--- src/rtl/uart_rx.sv ---
// Oversampling UART receiver: synchronises RX_IN, majority-votes each bit at mid-bit,
// checks optional parity and the stop bit, and pulses exactly one result per frame.
module uart_rx #(
    parameter int unsigned DATA_WIDTH = 8,
    parameter int unsigned PRESCALE_W = 6
) (
    input  logic                  CLK,
    input  logic                  RST,
    input  logic                  RX_IN,
    input  logic [PRESCALE_W-1:0] PRESCALE,
    input  logic                  PAR_EN,
    input  logic                  PAR_TYP,
    output logic [DATA_WIDTH-1:0] P_DATA,
    output logic                  DATA_VALID,
    output logic                  PAR_ERR,
    output logic                  STOP_ERR
);

    localparam int unsigned CNT_W = (DATA_WIDTH > 1) ? $clog2(DATA_WIDTH) : 1;

    typedef enum logic [2:0] {
        IDLE,
        START,
        DATA,
        PARITY,
        STOP
    } state_t;

    state_t                  state;
    logic                    rx_meta;
    logic                    rx_s;
    logic [PRESCALE_W-1:0]   edge_cnt;
    logic [CNT_W-1:0]        bit_cnt;
    logic [PRESCALE_W-1:0]   p_lat;
    logic                    pen_lat;
    logic                    ptyp_lat;
    logic                    par_bad;
    logic [2:0]              smp;
    logic [DATA_WIDTH-1:0]   shreg;

    logic                    bit_end;
    logic [PRESCALE_W-1:0]   half;
    logic                    vote;
    logic                    par_exp;

    assign bit_end = (edge_cnt == p_lat - PRESCALE_W'(1));
    assign half    = p_lat >> 1;
    assign vote    = (smp[0] & smp[1]) | (smp[0] & smp[2]) | (smp[1] & smp[2]);
    assign par_exp = ptyp_lat ? ~^shreg : ^shreg;

    // Two-flop synchroniser; idle-high reset so no false start bit after reset
    always_ff @(posedge CLK or posedge RST) begin
        if (RST) begin
            rx_meta <= 1'b1;
            rx_s    <= 1'b1;
        end else begin
            rx_meta <= RX_IN;
            rx_s    <= rx_meta;
        end
    end

    always_ff @(posedge CLK or posedge RST) begin
        if (RST) begin
            state      <= IDLE;
            edge_cnt   <= '0;
            bit_cnt    <= '0;
            p_lat      <= '0;
            pen_lat    <= 1'b0;
            ptyp_lat   <= 1'b0;
            par_bad    <= 1'b0;
            smp        <= 3'b111;
            shreg      <= '0;
            P_DATA     <= '0;
            DATA_VALID <= 1'b0;
            PAR_ERR    <= 1'b0;
            STOP_ERR   <= 1'b0;
        end else begin
            DATA_VALID <= 1'b0;
            PAR_ERR    <= 1'b0;
            STOP_ERR   <= 1'b0;

            if (state != IDLE) begin
                edge_cnt <= bit_end ? '0 : edge_cnt + PRESCALE_W'(1);
                if (edge_cnt == half - PRESCALE_W'(1)) smp[0] <= rx_s;
                if (edge_cnt == half)                  smp[1] <= rx_s;
                if (edge_cnt == half + PRESCALE_W'(1)) smp[2] <= rx_s;
            end

            case (state)
                IDLE: begin
                    // The detection cycle is edge 0 of the start bit
                    if (!rx_s) begin
                        state    <= START;
                        edge_cnt <= PRESCALE_W'(1);
                        bit_cnt  <= '0;
                        p_lat    <= PRESCALE;
                        pen_lat  <= PAR_EN;
                        ptyp_lat <= PAR_TYP;
                        par_bad  <= 1'b0;
                    end
                end
                START: begin
                    if (bit_end) state <= vote ? IDLE : DATA;
                end
                DATA: begin
                    if (bit_end) begin
                        shreg <= {vote, shreg[DATA_WIDTH-1:1]};
                        if (bit_cnt == CNT_W'(DATA_WIDTH - 1)) begin
                            state <= pen_lat ? PARITY : STOP;
                        end else begin
                            bit_cnt <= bit_cnt + CNT_W'(1);
                        end
                    end
                end
                PARITY: begin
                    if (bit_end) begin
                        par_bad <= (vote != par_exp);
                        state   <= STOP;
                    end
                end
                STOP: begin
                    // Stop error outranks parity error; only a clean frame updates P_DATA
                    if (bit_end) begin
                        state <= IDLE;
                        if (!vote) begin
                            STOP_ERR <= 1'b1;
                        end else if (par_bad) begin
                            PAR_ERR <= 1'b1;
                        end else begin
                            DATA_VALID <= 1'b1;
                            P_DATA     <= shreg;
                        end
                    end
                end
                default: state <= IDLE;
            endcase
        end
    end

endmodule

--- config.mk ---
export PLATFORM = sky130hd
export DESIGN_NAME = uart_rx
export DESIGN_NICKNAME = d
export VERILOG_FILES = /design/src/rtl/uart_rx.sv
export SDC_FILE = /design/constraint.sdc
export NUM_CORES = 1
export LEC_CHECK = 0
export BUFFER_PORTS_ARGS = -buffer_cell sky130_fd_sc_hd__buf_2
export CAP_MARGIN = 20
export CORE_UTILIZATION = 45
export DETAILED_ROUTE_END_ITERATION = 6
export PLACE_DENSITY = 0.67
export REMOVE_ABC_BUFFERS = 1
export SLEW_MARGIN = 20
export SYNTH_ARGS = -nofsm -noshare
export SYNTH_HDL_FRONTEND = slang
export SYNTH_SLANG_ARGS = --single-unit
--- constraint.sdc ---
create_clock -name CLK -period 3.5 [get_ports CLK]
set_clock_uncertainty 0.15 [all_clocks]
set_input_delay 0.7 -clock CLK [delete_from_list [all_inputs] [get_ports CLK]]
set_output_delay 0.7 -clock CLK [all_outputs]
set_load 0.01 [all_outputs]
# [After elaboration in Yosys (flattened, before gate mapping)]
# Cells that the tools add are included.
[totals] register_bits=45 inputBits=11 out_inout_bits=11 elab_cells=93
[op_classes] n_addsub=5 eq_ne=17 n_mux=32 n_bitwise=7 reduce_logical=15
[ops] operator="two-way mux 3 bit" count=10
[ops] operator="two-way mux 6 bit" count=4
[ops] operator="== test 6 bit" count=3
[ops] operator="case mux 3 bit (5 select lines)" count=1
[ops] operator="two-way mux 1 bit" count=14
[ops] operator="!= test 2 bit, second input constant" count=7
[ops] operator="AND reduction 2 bit" count=5
[ops] operator="AND reduction 4 bit" count=2
[ops] operator="XNOR reduction 8 bit" count=1
[ops] operator="XOR reduction 8 bit" count=1
[ops] operator="adder 5 x 1 -> 6 bit, second input constant" count=1
[ops] operator="adder 6 x 1 -> 6 bit, second input constant" count=1
[ops] operator="== test 3 x 2 -> 1 bit, second input constant" count=2
[ops] operator="== test 3 bit, second input constant" count=2
[ops] operator="== test 6 x 5 -> 1 bit" count=1
[ops] operator="case mux 3 bit (2 select lines)" count=1
[ops] operator="AND reduction 6 bit" count=1
[ops] operator="subtractor 5 x 1 -> 6 bit, second input constant" count=1
[ops] operator="subtractor 6 x 1 -> 6 bit, second input constant" count=1
[ops] operator="nonzero test 2 bit" count=2
[ops] operator="adder 3 x 1 -> 3 bit, second input constant" count=1
[ops] operator="bitwise AND 1 bit" count=3
[ops] operator="== test 3 x 1 -> 1 bit, second input constant" count=1
[ops] operator="logical NOT 3 bit" count=1
[ops] operator="other kinds (7)" count=9

# [Logic depth before layout (Yosys ltp)]
# Gate-level depths: netlist (run 1).
[logic_depth] depth_word=6 ltp_mapped=9 depth_no_buf=7

# [Worst setup path after synthesis (run 1)]
# OpenSTA, ideal clock, no wires.
[synth_timing] path_kind="reg-to-reg" from="reg p_lat[2]" to="reg shreg[0]" setup_ns=0.125 arrival_time_ns=2.149 t_required_ns=3.225 slack_ns=1.076 path_stages_with_launch=10 path_buffers=2 cell_sequence="dfrtp_1 buf_2 inv_1 ha_1 a21boi_2 and3_1 o2111ai_2 or3_1 buf_6 mux2_4"
[synth_via] elab_chain_len=3
[synth_lines] item="start: declaration" line="34" rtl="logic [PRESCALE_W-1:0] p_lat;"
[synth_lines] item="start signal: assignment" line="67" rtl="p_lat <= '0;"
[synth_lines] item="start signal: assignment" line="96" rtl="p_lat <= PRESCALE;"
[synth_lines] item="subtractor 6 x 1 -> 6 bit" line="46" rtl="assign bit_end = (edge_cnt == p_lat - PRESCALE_W'(1));"
[synth_lines] item="== test 6 bit" line="46"
[synth_lines] item="AND reduction 2 bit (no source line)"
[synth_lines] item="end signal: assignment" line="107" rtl="shreg <= {vote, shreg[DATA_WIDTH-1:1]};"
[synth_lines] item="end: declaration" line="39" rtl="logic [DATA_WIDTH-1:0] shreg;"
# Every way passes these cells.
# A chain may end at the register's enable or synchronous reset.

# [Worst setup path after layout (run 1)]
[layout_timing] from="reg p_lat[2]" to="reg P_DATA[5]"
[layout_via] elab_chain_len=3
[layout_lines] item="subtractor 6 x 1 -> 6 bit" line="46"
[layout_lines] item="== test 6 bit" line="46"
[layout_lines] item="AND reduction 4 bit (no source line)"
[layout_lines] item="end signal: assignment" line="131" rtl="P_DATA <= shreg;"
[layout_lines] item="end: declaration" line="13" rtl="output logic [DATA_WIDTH-1:0] P_DATA,"
# Every way passes these cells.

==> metrics.txt, run 1 <==
number of antenna violations at the first check in global routing 0; leading cell type in the layout, fill and taps excluded sky130_fd_sc_hd__dfrtp_1; Worst Path Buf+Inv 2; fin area around 2900 um^2; total power per unit cell area between 700 and 800 nW/um^2; most frequent cells in the layout sky130_fd_sc_hd__dfrtp_1, sky130_fd_sc_hd__nand2_1, sky130_fd_sc_hd__buf_2; maximum clock frequency 364.2 MHz; maxcap violations 0; type of the worst setup path flop to flop; synthesis-to-finish area growth 9.501%; detailed-route wire length approximately 5.0 mm; fraction of final layout cells with drive strength greater than 1 0.2604; Worst Tran Pin Value between 0.9 and 1 ns; clk slew on worst S/H paths around 0.09 ns; cell-by-cell trace of the critical path inv_1 -> ha_1 -> a21boi_2 -> xnor2_1 -> o2111ai_2 -> buf_4 -> nor3_4 -> mux2_2; post-DR wirelength/cell roughly 15 um; chip height around 80 um; outcome finished clean; first-pass GRT wire length around 8.5 mm; Worst setup SP type flop; CP Launch Point p_lat[2]; slack of the critical path between 0.7 and 0.8 ns; flop and latch count out of synthesis 45; total inserted antenna cells 0; clock sink count between 40 and 50; vias around 1,900; core region area 5540 um^2; post-CTS setup buffer count 0; vias per cell about 5.5; top-level port count 22; placed standard-cell area between 2000 and 3000 um^2; number of warnings reported in the yosys synthesis log 0; post-synthesis sequential area ratio 0.4343; vias in the first global route 1,771; die area 6103 um^2; number of endpoints with negative hold slack in the final report 0; count of flip-flops with a built-in enable after synthesis 0; main flop type after synthesis sky130_fd_sc_hd__dfrtp_1; count of mapped cells out of synthesis around 250; worst slack after detailed placement 0.7650 ns; cell family with most CP delay flip-flops; required time reported for the critical path endpoint between 3 and 4 ns; worst-path fanout max 13; critical path's slowest cell sky130_fd_sc_hd__dfrtp_1; setup repair after global routing missed its margin false; Critical Path Max Stage Delay roughly 0.53 ns; number of cell rows 27; dpl hpwl 3.516 mm; share of the clock period used by the worst path 0.7845; CTS tree yes; start point of the worst min-delay path rx_meta; min cycle time layout about 2.7 ns; Hold Path Class flop to flop; average footprint of a synthesized cell 10.51 um^2; deepest level of the CTS H-tree 2; total leakage power 1.314 nW; effective utilization at floorplan 0.4706; DRT antenna net count 0; category of the worst setup path capture point flop; Hold-fix buffers, CTS 0; DRC viols 0; All-Layer GR Usage 0.1782; share of async-settable or async-resettable flops after synthesis 1.000; Congestion Overflow GR 0; detailed-routing iteration count for the pre-antenna-repair pass 4; Die Wd just under 80 um; worst slew margin relative to its limit 0.3854; Final setup violation count 0; count of nets after finishing between 200 and 300; Data arrival, critical path about 2.8 ns; starting DRC count in detailed routing 115; clock buffer count from CTS 5; clock latency of the later-clocked register in the worst-skew pair between 0.2 and 0.3 ns; # port buffers 21; Max VDD drop 0.2811 mV; startpoint of the worst register-to-register path p_lat[2]; number of buffers between clock root and the deepest sink 2; combined area of all synthesized cells about 2600 um^2; Root Buffer Master sky130_fd_sc_hd__clkbuf_8; cts repair resizes 0; accumulated negative setup slack 0 ns; maximum number of pins on one net before global-route repair between 40 and 50; max-slew violation total from the final report 0; count of unique library cells instantiated by Yosys between 50 and 60; GPL Wtd Cong 0.8651
## path summary, 6_finish.rpt
kind,endpoint,slack (ns),cells past startpoint
setup / recovery,P_DATA[5],0.75,8
hold / removal,rx_s,0.22,0
setup reg to reg,P_DATA[5],0.75,8
hold reg to reg,rx_s,0.22,0
max in group asynchronous,edge_cnt[3],2.17,2
min in group asynchronous,P_DATA[2],0.45,2
## through the flow
step | utilization | cells | power [mW] | hold slack [ns]
2_1_floorplan | - | 233 | 1.593 | 0.1952
3_3_place_gp | 0.4953 | 329 | 1.821 | 0.1954
3_5_place_dp | 0.4953 | 329 | 1.846 | 0.2060
4_1_cts | 0.5154 | 337 | 2.245 | 0.2188
5_1_grt | 0.5154 | 337 | 2.407 | 0.2192
6_report | 0.5154 | 337 | 2.233 | 0.2160
## layer usage
layer | up-vias | global-route usage | part of all wire
met5 | - | 0 | 0
met4 | 0 | 0.05556 | 0.013
met3 | 7 | 0.03140 | 0.023
met2 | 26 | 0.2895 | 0.47
met1 | 907 | 0.2421 | 0.49
li1 | 915 | - | -
## where the power goes
| part | internal [mW] | switching [mW] | leakage, nW | total, mW |
|---|---|---|---|---|
| combinational | 0.452 | 0.539 | 0.675 | 0.991 |
| clock | 0.214 | 0.176 | 0.0554 | 0.390 |
| sequential | 0.643 | 0.209 | 0.583 | 0.852 |
| total | 1.31 | 0.924 | 1.31 | 2.23 |
## area by class of cell
cell class	count	area, um^2
clock inverters	2	38.79
multi-input cells	181	1368
inverters	7	26.28
fillers	508	2685
well taps	72	90.09
clock buffers	6	72.57
repair buffers	24	127.6
flip-flops and latches	45	1132
## Yosys cell counts, types with 2 or more instances
library cell	count	share of area
sky130_fd_sc_hd__dfrtp_1	40	0.38
sky130_fd_sc_hd__nand2_1	23	0.033
sky130_fd_sc_hd__mux2_2	16	0.069
sky130_fd_sc_hd__xnor2_1	16	0.054
sky130_fd_sc_hd__nor3_1	13	0.025
sky130_fd_sc_hd__nor2_1	12	0.017
sky130_fd_sc_hd__xor2_1	12	0.040
sky130_fd_sc_hd__o21ai_0	10	0.019
sky130_fd_sc_hd__mux2_4	8	0.046
sky130_fd_sc_hd__nand3_1	8	0.015
sky130_fd_sc_hd__buf_2	7	0.013
sky130_fd_sc_hd__ha_1	7	0.034
sky130_fd_sc_hd__inv_1	7	0.010
sky130_fd_sc_hd__and3_1	5	0.012
sky130_fd_sc_hd__dfstp_2	5	0.050
sky130_fd_sc_hd__o211ai_1	5	0.014
sky130_fd_sc_hd__nand2b_1	4	0.0096
sky130_fd_sc_hd__or3_1	4	0.0096
sky130_fd_sc_hd__a221o_1	3	0.012
sky130_fd_sc_hd__clkbuf_1	3	0.0043
sky130_fd_sc_hd__nor2b_1	3	0.0072
sky130_fd_sc_hd__nor4_1	3	0.0072
sky130_fd_sc_hd__a2111oi_2	2	0.012
sky130_fd_sc_hd__a21oi_1	2	0.0038
sky130_fd_sc_hd__buf_4	2	0.0058
sky130_fd_sc_hd__mux2i_1	2	0.0077
sky130_fd_sc_hd__nand4_1	2	0.0048
## cell families (layout without fill, tap and decap cells)
family	Yosys count	in the layout	synth area share
flops	45	45	0.4343
simple gates	85	85	0.1670
xor+xnor	28	28	0.09405
mux	26	26	0.1228
buf+inv	22	39	0.04126
compound gates	34	34	0.1032
fa+ha+maj	8	8	0.03743
## flip-flops by register name (all words and copies together) (netlist names)
register / cells
p_lat: 6
rx_s: 1
rx_meta: 1
edge_cnt: 6
bit_cnt: 3
par_bad: 1
ptyp_lat: 1
STOP_ERR: 1
pen_lat: 1
DATA_VALID: 1
shreg: 8
PAR_ERR: 1
P_DATA: 8
smp: 3
state: 3
Note: power is estimated with default switching activity, not from simulation.
==> run 2: changes to the inputs <==
- ABC_AREA: default -> 1
- PLACE_DENSITY: 0.67 -> 0.69
- clock period: 3.5 -> 2.43 ns (I/O delays scaled with it)
==> run 2 against run 1 <==
Against the previous run: clock-buffer cell count stayed put; global-route usage is 0.87 points higher; sequential cell count stayed put; synthesized cell count is 28% higher; synthesized area is 0.96% higher; critical path depth is 4 higher; register-to-register slack worse by 0.52 ns; routed wire length is 1.5% higher; first-iteration DRC count is 35% lower; clock power is 16% higher; sequential share of layout area is 0.64 points lower; highest routed layer unchanged.
==> metrics.txt, run 2 <==
outcome finished clean; vias per cell 4.940 (-10%); starting DRC count in detailed routing 75 (-35%); number of buffers between clock root and the deepest sink 2 (unchanged); vias in the first global route 2,007 (+13%); clock buffer count from CTS 5 (unchanged); post-CTS setup buffer count 0 (unchanged); clk slew on worst S/H paths 0.08 ns (about the same); total inserted antenna cells 0 (unchanged); Hold-fix buffers, CTS 0 (unchanged); cts repair resizes 0 (unchanged); share of async-settable or async-resettable flops after synthesis 1.000 (unchanged); total power per unit cell area 1005 nW/um^2 (+28%); leading cell type in the layout, fill and taps excluded sky130_fd_sc_hd__nand2_1; slack of the critical path 0.2309 ns (-0.5233 ns); global-route met1 utilization 0.2324 (-0.009709); # port buffers 21 (unchanged); count of mapped cells out of synthesis 317 (+28%); Hold WS 0.04705 ns (-0.1689 ns); chip height 78.49 um (+0.47%); worst slew margin relative to its limit 0.7468 (+0.3615); Max VDD drop 0.4366 mV (+55%); met2 demand-to-capacity share in global routing 0.3246 (+0.03509); worst-path fanout max 8 (-5); category of the worst setup path capture point flop; Hold Path Class input pin to asynchronous set/reset pin; maximum clock frequency 454.7 MHz (+25%); setup slack of the worst register-to-register path 0.23 ns (-0.52 ns); number of cell rows 27 (unchanged); number of filler cells placed in the layout 550 (+8.3%); core region area 5574 um^2 (+0.61%); count of flip-flops with a built-in enable after synthesis 0 (unchanged); Final setup violation count 0 (unchanged); deepest level of the CTS H-tree 2 (unchanged); total power 2.920 mW (+31%); most frequent cell after synthesis sky130_fd_sc_hd__nand2_1; count of nets after finishing 360 (+28%); All-Layer GR Usage 0.1870 (+0.008740); vias 2,050 (+11%); top cells by area in the synthesized netlist sky130_fd_sc_hd__dfrtp_1, sky130_fd_sc_hd__nand2_1, sky130_fd_sc_hd__inv_1; length in cells of the worst reg-to-reg path 12 (+4); startpoint of the worst register-to-register path p_lat[1]; Die Wd 78.49 um (+0.47%); maxcap violations 0 (unchanged); type of the worst setup path flop to flop; required time reported for the critical path endpoint 2.48 ns (-1.05 ns); first-pass GRT wire length 8.976 mm (+5.5%); Worst setup SP type flop; number of antenna violations at the first check in global routing 0 (unchanged); Congestion Overflow GR 0 (unchanged); min cycle time layout 2.199 ns (-0.5467 ns); Data arrival, critical path 2.25 ns (-0.53 ns); number of endpoints with negative hold slack in the final report 0 (unchanged); flop and latch count out of synthesis 45 (unchanged); main flop type after synthesis sky130_fd_sc_hd__dfrtp_1; Global Route met3 Usage 0.03488 (+0.003488); area share of the largest cell type after synthesis 0.3802 (-0.003649); dpl hpwl 3.787 mm (+7.7%); top-level port count 22 (unchanged); most frequent cells in the layout sky130_fd_sc_hd__nand2_1, sky130_fd_sc_hd__dfrtp_1, sky130_fd_sc_hd__inv_1; post-DR wirelength/cell 12.12 um (-18%); accumulated negative setup slack 0 ns (unchanged); fraction of final layout cells with drive strength greater than 1 0.2478 (-0.01256); post-synthesis sequential area ratio 0.4301 (-0.004128); most area-hungry cell type in the Yosys netlist sky130_fd_sc_hd__dfrtp_1; DRT antenna net count 0 (unchanged); detailed-routing iteration count for the pre-antenna-repair pass 4 (unchanged); detailed-route wire length 5.030 mm (+1.5%); clock latency of the later-clocked register in the worst-skew pair 0.30 ns (about the same); number of warnings reported in the yosys synthesis log 0 (unchanged); Root Buffer Master sky130_fd_sc_hd__clkbuf_8; setup repair after global routing missed its margin false; combined area of all synthesized cells 2633 um^2 (+0.96%); effective utilization at floorplan 0.4723 (+0.001637); total leakage power 1.488 nW (+13%); worst slack after detailed placement 0.1576 ns (-0.6074 ns); synthesis-to-finish area growth 10.36%; GPL Wtd Cong 0.8803 (+1.8%); clock sink count 45 (unchanged); count of unique library cells instantiated by Yosys 36 (-29%); maximum number of pins on one net before global-route repair 46 (unchanged); average footprint of a synthesized cell 8.304 um^2 (-21%); Top Usage Layer GRT met2; endpoint of the most critical register-to-register path bit_cnt[0]; max-slew violation total from the final report 0 (unchanged); DRC viols 0 (unchanged); share of the clock period used by the worst path 0.9050 (+0.1205); Worst Tran Pin Value 0.3785 ns (-0.5422 ns); synth cell count leaders sky130_fd_sc_hd__nand2_1, sky130_fd_sc_hd__dfrtp_1, sky130_fd_sc_hd__inv_1, sky130_fd_sc_hd__nor2_1, sky130_fd_sc_hd__nand3_1; CTS tree yes; leading registers by flop count P_DATA (8), shreg (8); die area 6160 um^2 (+0.94%)
run 2: cell types whose count changed after synthesis, moves of 8 or more:
cell and change:
sky130_fd_sc_hd__inv_2 +8, sky130_fd_sc_hd__nand3_1 +8, sky130_fd_sc_hd__inv_1 +30, sky130_fd_sc_hd__mux2_4 -8
sky130_fd_sc_hd__mux2_2 -15, sky130_fd_sc_hd__nand2_2 +8, sky130_fd_sc_hd__o21ai_2 +15, sky130_fd_sc_hd__nand2_1 +55
sky130_fd_sc_hd__nor2_1 +9, sky130_fd_sc_hd__xnor2_1 -8
run 2: logic make-up after synthesis:
logic type | after synthesis | synth area share
adder cells (fa/ha/maj) | 7 | 0.03327
XOR/XNOR | 21 | 0.07272
multiplexers | 1 | 0.004277
flip-flops | 45 | 0.4301
buffers and inverters | 52 | 0.08175
AO/OA/AOI/OAI | 37 | 0.1012
AND/OR/NAND/NOR | 154 | 0.2766
run 2: worst max path at each step:
stage	start	end	slack (ns)	cells after the start
floorplan	p_lat[1]	bit_cnt[0]	0.51	13
global placement	p_lat[1]	bit_cnt[1]	0.25	13
detailed placement	p_lat[1]	bit_cnt[0]	0.16	13
CTS	p_lat[1]	bit_cnt[0]	0.14	13
global route	p_lat[1]	bit_cnt[2]	0.04	13
finish	p_lat[1]	bit_cnt[0]	0.23	12
run 2: layer usage:
layer  vias to the layer above  routed length, um
met5                         -                  0
met1                       955               2415
met4                         0                 72
met3                         6                170
li1                       1058                  -
met2                        31               2372
run 2: per-stage QoR:
step,utilization,cell area [um^2],cells
after floorplan,-,2596,312
after global placement,0.5057,2819,407
after detailed placement,0.5057,2819,407
after CTS,0.5205,2902,415
after global routing,0.5212,2905,415
final,0.5212,2905,415
run 2: power breakdown:
group          leakage, nW  internal [mW]  switching, mW
logic                0.866          0.500          0.856
clock network       0.0450          0.200          0.254
registers            0.577          0.919          0.190
run 2: final cells by class:
type                       instances  area [um^2]  share of cell area
multi-input combinational        220         1287              0.4432
sequential                        45         1134              0.3902
inverter                          47        178.9             0.06158
timing repair buffer              23        132.6             0.04565
tap                               72        90.09             0.03101
clock buffer                       6        72.57             0.02498
clock inverter                     2        10.01            0.003445
run 2: worst max-delay path, cell delays in order, from the launching register on:
cell and delay, ns:
sky130_fd_sc_hd__dfrtp_2 0.45, sky130_fd_sc_hd__inv_1 0.15, sky130_fd_sc_hd__ha_1 0.27, sky130_fd_sc_hd__nand2_1 0.07, sky130_fd_sc_hd__nand2_1 0.06, sky130_fd_sc_hd__nor2_2 0.12, sky130_fd_sc_hd__nand3_2 0.11, sky130_fd_sc_hd__nor2_4 0.12
sky130_fd_sc_hd__nand2_4 0.11, sky130_fd_sc_hd__a21oi_4 0.28, sky130_fd_sc_hd__nand2_2 0.10, sky130_fd_sc_hd__nand2_1 0.07, sky130_fd_sc_hd__nand2_1 0.05
